## config.mk

```make
export PLATFORM = sky130hd
export DESIGN_NAME = memory_access
export DESIGN_NICKNAME = d
export VERILOG_FILES = /design/src/rtl/memory_access.sv
export SDC_FILE = /design/constraint.sdc
export NUM_CORES = 1
export LEC_CHECK = 0
export ABC_AREA = 1
export CAP_MARGIN = 30
export CORE_MARGIN = 2
export CORE_UTILIZATION = 45
export DETAILED_ROUTE_END_ITERATION = 16
export HOLD_SLACK_MARGIN = 0.12
export PLACE_DENSITY = 0.81
export SETUP_SLACK_MARGIN = 0.1
export SLEW_MARGIN = 10
export SYNTH_ARGS = -nofsm -noshare
export SYNTH_HDL_FRONTEND = slang
export SYNTH_SLANG_ARGS = --single-unit
```

## constraint.sdc

```tcl
create_clock -name clk -period 1.31 [get_ports clk]
set_input_delay 0.262 -clock clk [delete_from_list [all_inputs] [get_ports clk]]
set_output_delay 0.262 -clock clk [all_outputs]
set_load 0.005 [all_outputs]
```

## src/rtl/memory_access.sv

```systemverilog
// MEM stage: 24-bit loads/stores serialised as three byte transfers (LSB first) over a req/ack byte port.
// Latency: 1 cycle for non-memory ops; 4 edges from acceptance for a zero-wait memory op, +1 per ack wait state.
// Backpressure: stall freezes upstream while a word is in flight; it drops in the final-ack cycle.
//
// Ports:
//   clk, rst (sync, active-low)           clock / reset
//   en, valid_in, aluOut, writeData,      EX/MEM fields
//   memWrite, memToReg, regWrite, Rd
//   mem_req/mem_we/mem_addr/mem_wdata     byte request to data memory (registered)
//   mem_rdata/mem_ack                     byte response
//   stall                                 upstream freeze
//   bufferOut                             MEM/WB buffer {valid, readData, aluOut, memToReg, regWrite, Rd}
module memory_access #(
    parameter int RW     = 24,
    parameter int ADDR_W = 14
) (
    input  logic              clk,
    input  logic              rst,
    input  logic              en,
    input  logic              valid_in,
    input  logic [RW-1:0]     aluOut,
    input  logic [RW-1:0]     writeData,
    input  logic              memWrite,
    input  logic              memToReg,
    input  logic              regWrite,
    input  logic [3:0]        Rd,
    output logic              mem_req,
    output logic              mem_we,
    output logic [ADDR_W-1:0] mem_addr,
    output logic [7:0]        mem_wdata,
    input  logic [7:0]        mem_rdata,
    input  logic              mem_ack,
    output logic              stall,
    output logic [54:0]       bufferOut
);

    typedef enum logic {IDLE, ACCESS} state_t;

    state_t              state_q;
    logic [1:0]          cnt_q;
    logic [RW-1:0]       alu_q;
    logic [RW-1:0]       wdata_q;
    logic [RW-1:0]       rdata_q;
    logic                store_q;
    logic                to_reg_q;
    logic                reg_write_q;
    logic [3:0]          rd_q;
    logic                req_q;
    logic                we_q;
    logic [ADDR_W-1:0]   addr_q;
    logic [7:0]          wbyte_q;
    logic [54:0]         buf_q;

    logic                mem_op;
    logic [RW-1:0]       rdata_d;
    logic [7:0]          wbyte_d;

    assign mem_op = valid_in & (memWrite | memToReg);

    // Merge the incoming byte into its little-endian lane; stores never touch
    // readData so it stays zero for them.
    always_comb begin
        rdata_d = rdata_q;
        if (!store_q) begin
            case (cnt_q)
                2'd0:    rdata_d[7:0]   = mem_rdata;
                2'd1:    rdata_d[15:8]  = mem_rdata;
                default: rdata_d[23:16] = mem_rdata;
            endcase
        end
    end

    // Byte to present after the current one is acknowledged.
    always_comb begin
        case (cnt_q)
            2'd0:    wbyte_d = wdata_q[15:8];
            default: wbyte_d = wdata_q[23:16];
        endcase
    end

    always_comb begin
        stall = 1'b0;
        if (rst) begin
            if (state_q == IDLE) stall = en & mem_op;
            else                 stall = ~((cnt_q == 2'd2) & mem_ack);
        end
    end

    always_ff @(posedge clk) begin
        if (!rst) begin
            state_q     <= IDLE;
            cnt_q       <= 2'd0;
            alu_q       <= '0;
            wdata_q     <= '0;
            rdata_q     <= '0;
            store_q     <= 1'b0;
            to_reg_q    <= 1'b0;
            reg_write_q <= 1'b0;
            rd_q        <= 4'd0;
            req_q       <= 1'b0;
            we_q        <= 1'b0;
            addr_q      <= '0;
            wbyte_q     <= 8'd0;
            buf_q       <= '0;
        end else begin
            case (state_q)
                IDLE: begin
                    if (en) begin
                        if (mem_op) begin
                            state_q     <= ACCESS;
                            cnt_q       <= 2'd0;
                            alu_q       <= aluOut;
                            wdata_q     <= writeData;
                            rdata_q     <= '0;
                            store_q     <= memWrite;   // store wins over load
                            to_reg_q    <= memToReg;
                            reg_write_q <= regWrite;
                            rd_q        <= Rd;
                            req_q       <= 1'b1;
                            we_q        <= memWrite;
                            addr_q      <= aluOut[ADDR_W-1:0];
                            wbyte_q     <= writeData[7:0];
                            buf_q       <= '0;         // bubble while the word is in flight
                        end else begin
                            buf_q <= {valid_in, {RW{1'b0}}, aluOut, memToReg, regWrite, Rd};
                        end
                    end
                end
                ACCESS: begin
                    // Request fields only move on ack, so they hold through wait states.
                    if (mem_ack) begin
                        rdata_q <= rdata_d;
                        if (cnt_q == 2'd2) begin
                            state_q <= IDLE;
                            cnt_q   <= 2'd0;
                            req_q   <= 1'b0;
                            we_q    <= 1'b0;
                            addr_q  <= '0;
                            wbyte_q <= 8'd0;
                            buf_q   <= {1'b1, rdata_d, alu_q, to_reg_q, reg_write_q, rd_q};
                        end else begin
                            cnt_q   <= cnt_q + 2'd1;
                            addr_q  <= addr_q + 1'b1;  // wraps modulo 2^ADDR_W
                            wbyte_q <= wbyte_d;
                        end
                    end
                end
                default: state_q <= IDLE;
            endcase
        end
    end

    assign mem_req   = req_q;
    assign mem_we    = we_q;
    assign mem_addr  = addr_q;
    assign mem_wdata = wbyte_q;
    assign bufferOut = buf_q;

endmodule

```

Word level (Yosys, flattened, before mapping)
Index checks and enable logic that the tools add are counted.

operators by class
  add/subtract/negate cells = 2
  equal/unequal tests = 6
  muxes and demuxes = 44
  bitwise operators = 6
  reductions and logical operators = 6

operators by type and width
  kind                                                                     number
  55-bit 2-to-1 mux                                                        4
  55-bit one-hot mux with 2 select lines                                   1
  24-bit 2-to-1 mux                                                        4
  8-bit 2-to-1 mux                                                         8
  14-bit 2-to-1 mux                                                        4
  24-bit one-hot mux with 2 select lines                                   1
  14-bit one-hot mux with 2 select lines                                   1
  8-bit one-hot mux with 2 select lines                                    1
  14-bit by 1-bit adder with 14-bit output, second input constant          1
  1-bit 2-to-1 mux                                                         12
  3-bit AND reduction                                                      3
  2-bit 2-to-1 mux                                                         4
  2-bit inequality test, second input constant                             3
  1-bit one-hot mux with 2 select lines                                    3
  2-bit one-hot mux with 2 select lines                                    1
  4-bit AND reduction                                                      1
  1-bit bitwise AND                                                        3
  2-bit by 1-bit adder with 2-bit output, second input constant            1
  2-bit by 1-bit == test with 1-bit output, second input constant          1
  2-bit == test, second input constant                                     1
  2-bit logical NOT                                                        1
  2-bit by 1-bit inequality test with 1-bit output, second input constant  1
  1-bit NOT                                                                2
  2-bit OR reduction                                                       1
  1-bit OR                                                                 1

storage, ports and cells
  register bits after elaboration = 161
  output and inout bits = 80

Depth between registers and ports, before layout
  word-level depth = 7
  gate-level depth with buffers = 10

Least setup slack after synthesis
Ideal clock, no wire load.

  path type = reg-to-output
  start point = register state_q
  end point = output port stall
  arrival = 1.146 ns
  data required time = 1.048 ns
  slack = -0.098 ns
  cell stages (with the launch flop) = 9
  cell sequence = dfxtp_1 -> buf_6 -> inv_4 -> nand2_4 -> inv_2 -> nand2_4 -> buf_4 -> buf_6 -> a21oi_1

on the way
  word-level cells in the longest chain between the ends = 2

ends and longest elaborated chain
  element                 RTL line  RTL
  from (decl)             39        state_t state_q;
  from (signal assigned)  91        state_q <= IDLE;
  from (signal assigned)  110       state_q <= ACCESS;
  from (signal assigned)  134       state_q <= IDLE;
  1-bit 2-to-1 mux        84        if (state_q == IDLE) stall = en & mem_op;
  1-bit 2-to-1 mux        83        if (rst) begin
  to (decl)               33        output logic stall,

No other way between the ends.

Final worst setup path
  start point = input port memToReg
  end point = output port stall

on the way
  word-level cells in the longest chain between the ends = 5

ends and longest elaborated chain
  element            RTL line  RTL
  from (decl)        24        input logic memToReg,
  1-bit OR           58        assign mem_op = valid_in & (memWrite | memToReg);
  1-bit bitwise AND  58
  1-bit bitwise AND  84
  1-bit 2-to-1 mux   84
  1-bit 2-to-1 mux   83

No other way between the ends.

==> run_results.csv <==
group,metric,value,unit
drt,drt_iter0_markers,861,
pwr,finalPower,13.6,mW
global_route,grt_pass1_vias,6819,
timing,rsz0062_at_grt,"true",
die,initial_core_util,46.4,%
critical_path,critPathMaxStageDelay,0.56,ns
synthesis,syn_avg_cell_area,7.41,µm²
clock_tree,cts_tree,"done",
critical_path,worstPathCellList,"clkdlybuf4s50_1 > o21ai_4 > inv_2 > nand2_4 > a21oi_4 > buf_2",
die,die-height,124,µm
timing,fin_crit,1.64,ns
global_route,antenna_found_initial,0,
pwr,combPwrFrac,23.6,%
timing,setup_ws,-0.328,ns
pwr,leakagePower,4.38,nW
die,die_area,0.0154,mm²
job,cap_violations,0,
clock_tree,clkTransAtPathRegs,0.06,ns
clock_tree,cts.sinks,153,
drt,vias_per_cell,5.78,
synthesis,synthDistinctLibCells,30,
timing,period_share,125,%
drt,final_antenna_net_count,0,
finish,syn_to_final_growth,57.6,%
die,die_w,124,µm
pwr,p_sw_share,29.0,%
finish,final_area,0.0102,mm²
critical_path,r2r_start,"state_q",
global_route,grt_pass1_wl,33.7,mm
timing,drv_slew,0,
placed_design,pre_cts_ws,-0.653,ns
critical_path,r2r_slack,-0.31,ns
drt,drc,0,
synthesis,synth_warnings,0,
critical_path,cp_data_required_time,1.05,ns
die,fp-row-count,43,
finish,layout_commonest_cell,"nor2_1",
timing,relSlewSlack,60.4,%
pwr,peakVddDrop,1.17,mV
pwr,p_int,9.63,mW
placed_design,dp.cells,1198,
global_route,grt.total_usage,28.4,%
placed_design,place_area,0.00843,mm²
pwr,power_frac_clock,36.7,%
synthesis,syn_inst,876,
pwr,power_switching,3.93,mW
critical_path,reg2reg_depth,10,
timing,max_freq,611,MHz
die,io_pins,148,
placed_design,dp_hpwl,12.8,mm
clock_tree,numCtsBuffers,17,
status,status,"complete, but fails checks",
drt,wl,24.8,mm
critical_path,critPathCaptureType,"output pin",
finish,fillers,994,
hold_path,hp-class,"in -> reg",
timing,hold_viol_final,0,
synthesis,syn_area,0.00649,mm²
placed_design,gp_congestion,0.883,
critical_path,crit_start,"memToReg",
critical_path,crit_type,"in -> out",
placed_design,io_buffers,147,
critical_path,cpMaxStageDelayCell,"clkdlybuf4s50_1",
synthesis,synth_fp_nets,945,
timing,setup_viol,153,
clock_tree,cts-root-buf,"clkbuf_16",
critical_path,cp-start-kind,"primary input",
drt,dr.pass1.iters,6,
finish,mostFrequentLayoutCells,"nor2_1 (125), nand2_1 (109), a21oi_1 (85)",
die,core,0.0140,mm²
critical_path,r2r_end,"bufferOut[17]",
timing,tightestPinTransition,0.594,ns
synthesis,synth-seq-area-share,47.2,%
clock_tree,worstSkewPairLatency,0.43,ns
finish,fin_util,73.1,%
pwr,p_per_area,1330,mW/mm²
drt,num_vias,7476,
critical_path,setup.worst_path.end,"stall",
finish,drive_gt1_share,40.8,%
global_route,grt_max_degree,79,
pwr,seqPwrFrac,39.7,%
critical_path,cp_max_fo,2,
status,failed_checks,"setup timing",
drt,wl_per_cell,19.2,µm
finish,nNetsFinal,1171,
finish,antenna_cells,0,
global_route,overflow,0,
finish,fin_cells,1294,
synthesis,ys_seq_elements,153,
clock_tree,htree_levels,4,
clock_tree,cts_buffer_depth,2,
timing,fin_worst_skew,0.0109,ns
critical_path,arrival,1.38,ns
sequential cells by signal, summed over array words and instances, names as in the netlist:
register / cells
bufferOut: 55
store_q: 1
wdata_q: 16
cnt_q: 2
reg_write_q: 1
mem_wdata: 8
alu_q: 24
mem_we: 1
state_q: 1
rdata_q: 24
rd_q: 4
to_reg_q: 1
mem_req: 1
mem_addr: 14
power by group through the flow:
stage	Combinational [mW]	Clock, mW	Sequential [mW]
floorplan	1.22	0	5.39
finish	3.20	4.98	5.38
global route	3.41	5.20	5.41
global placement	2.32	0	5.40
CTS	2.74	4.96	5.34
detailed placement	2.37	0	5.40
worst min path at each step:
stage                    start       endpoint  slack [ns]  depth (start not counted)
detailed placement    alu_q[5]       alu_q[5]        0.45                          2
CTS                        rst   mem_wdata[6]        0.38                          4
finish              aluOut[23]  bufferOut[29]        0.42                          3
floorplan           aluOut[17]      alu_q[17]        0.40                          2
global placement      alu_q[5]       alu_q[5]        0.45                          2
global route        aluOut[17]  bufferOut[23]        0.42                          3
cell usage after synthesis (all sizes together):
cell	instances	area share, %
buf	41	4.3
nand3	32	2.5
a22oi	2	0.23
o211ai	8	0.93
nor2	149	9.2
dfxtp	153	47
clkbuf	21	1.2
nand2	121	7.5
o21ai	163	13
inv	33	1.9
nor3	1	0.15
ha	1	0.19
nand4	4	0.39
o21bai	2	0.23
or2	2	0.19
a21o	1	0.12
a21oi	140	11
a31oi	1	0.096
o31ai	1	0.12
critical path: cells and delay by family:
family	cells	cell delay, ns
AND/OR/NAND/NOR	1	0.07
buffers and inverters	3	0.78
AO/OA/AOI/OAI	2	0.25
layer usage:
| metal | global-route usage [%] | share of wire [%] | vias to the layer above |
|---|---|---|---|
| li1 | - | - | 3421 |
| met1 | 33.7 | 38 | 3503 |
| met2 | 49.2 | 49 | 452 |
| met3 | 6.09 | 9.3 | 100 |
| met4 | 12.9 | 4.2 | 0 |
| met5 | 0 | 0 | - |
final cells by class:
cell class                 instances  area, µm²  area share [%]
timing repair buffer             265       2480            24.2
sequential                       153       3170            31.0
multi-input combinational        628       3540            34.6
clock buffer                      24        502            4.90
clock inverter                     7       90.1           0.881
tap                              180        225            2.20
inverter                          33        153            1.49
timing repair inverter             4       71.3           0.697
cell families after synthesis:
kind of cell	count (synthesis)	share of synthesized area [%]
compound gates	318	25.3
fa+ha+maj	1	0.193
buf+inv	95	7.48
flops	153	47.2
simple gates	309	19.9
through the flow:
| step | TNS, ns | hold WS, ns |
|---|---|---|
| floorplan | 0 | 0.397 |
| global placement | -74.21 | 0.449 |
| detailed placement | -78.57 | 0.454 |
| CTS | -13.85 | 0.378 |
| global route | -36.29 | 0.419 |
| finish | -28.61 | 0.416 |
timing repair:
action,CTS,global route
resized for setup,530,103
hold buffers,0,0
setup endpoints to repair,232,156
buffers inserted,34,14
pin swaps,12,30
cloned,9,9
No activity file was read; power rests on OpenSTA's default activity.
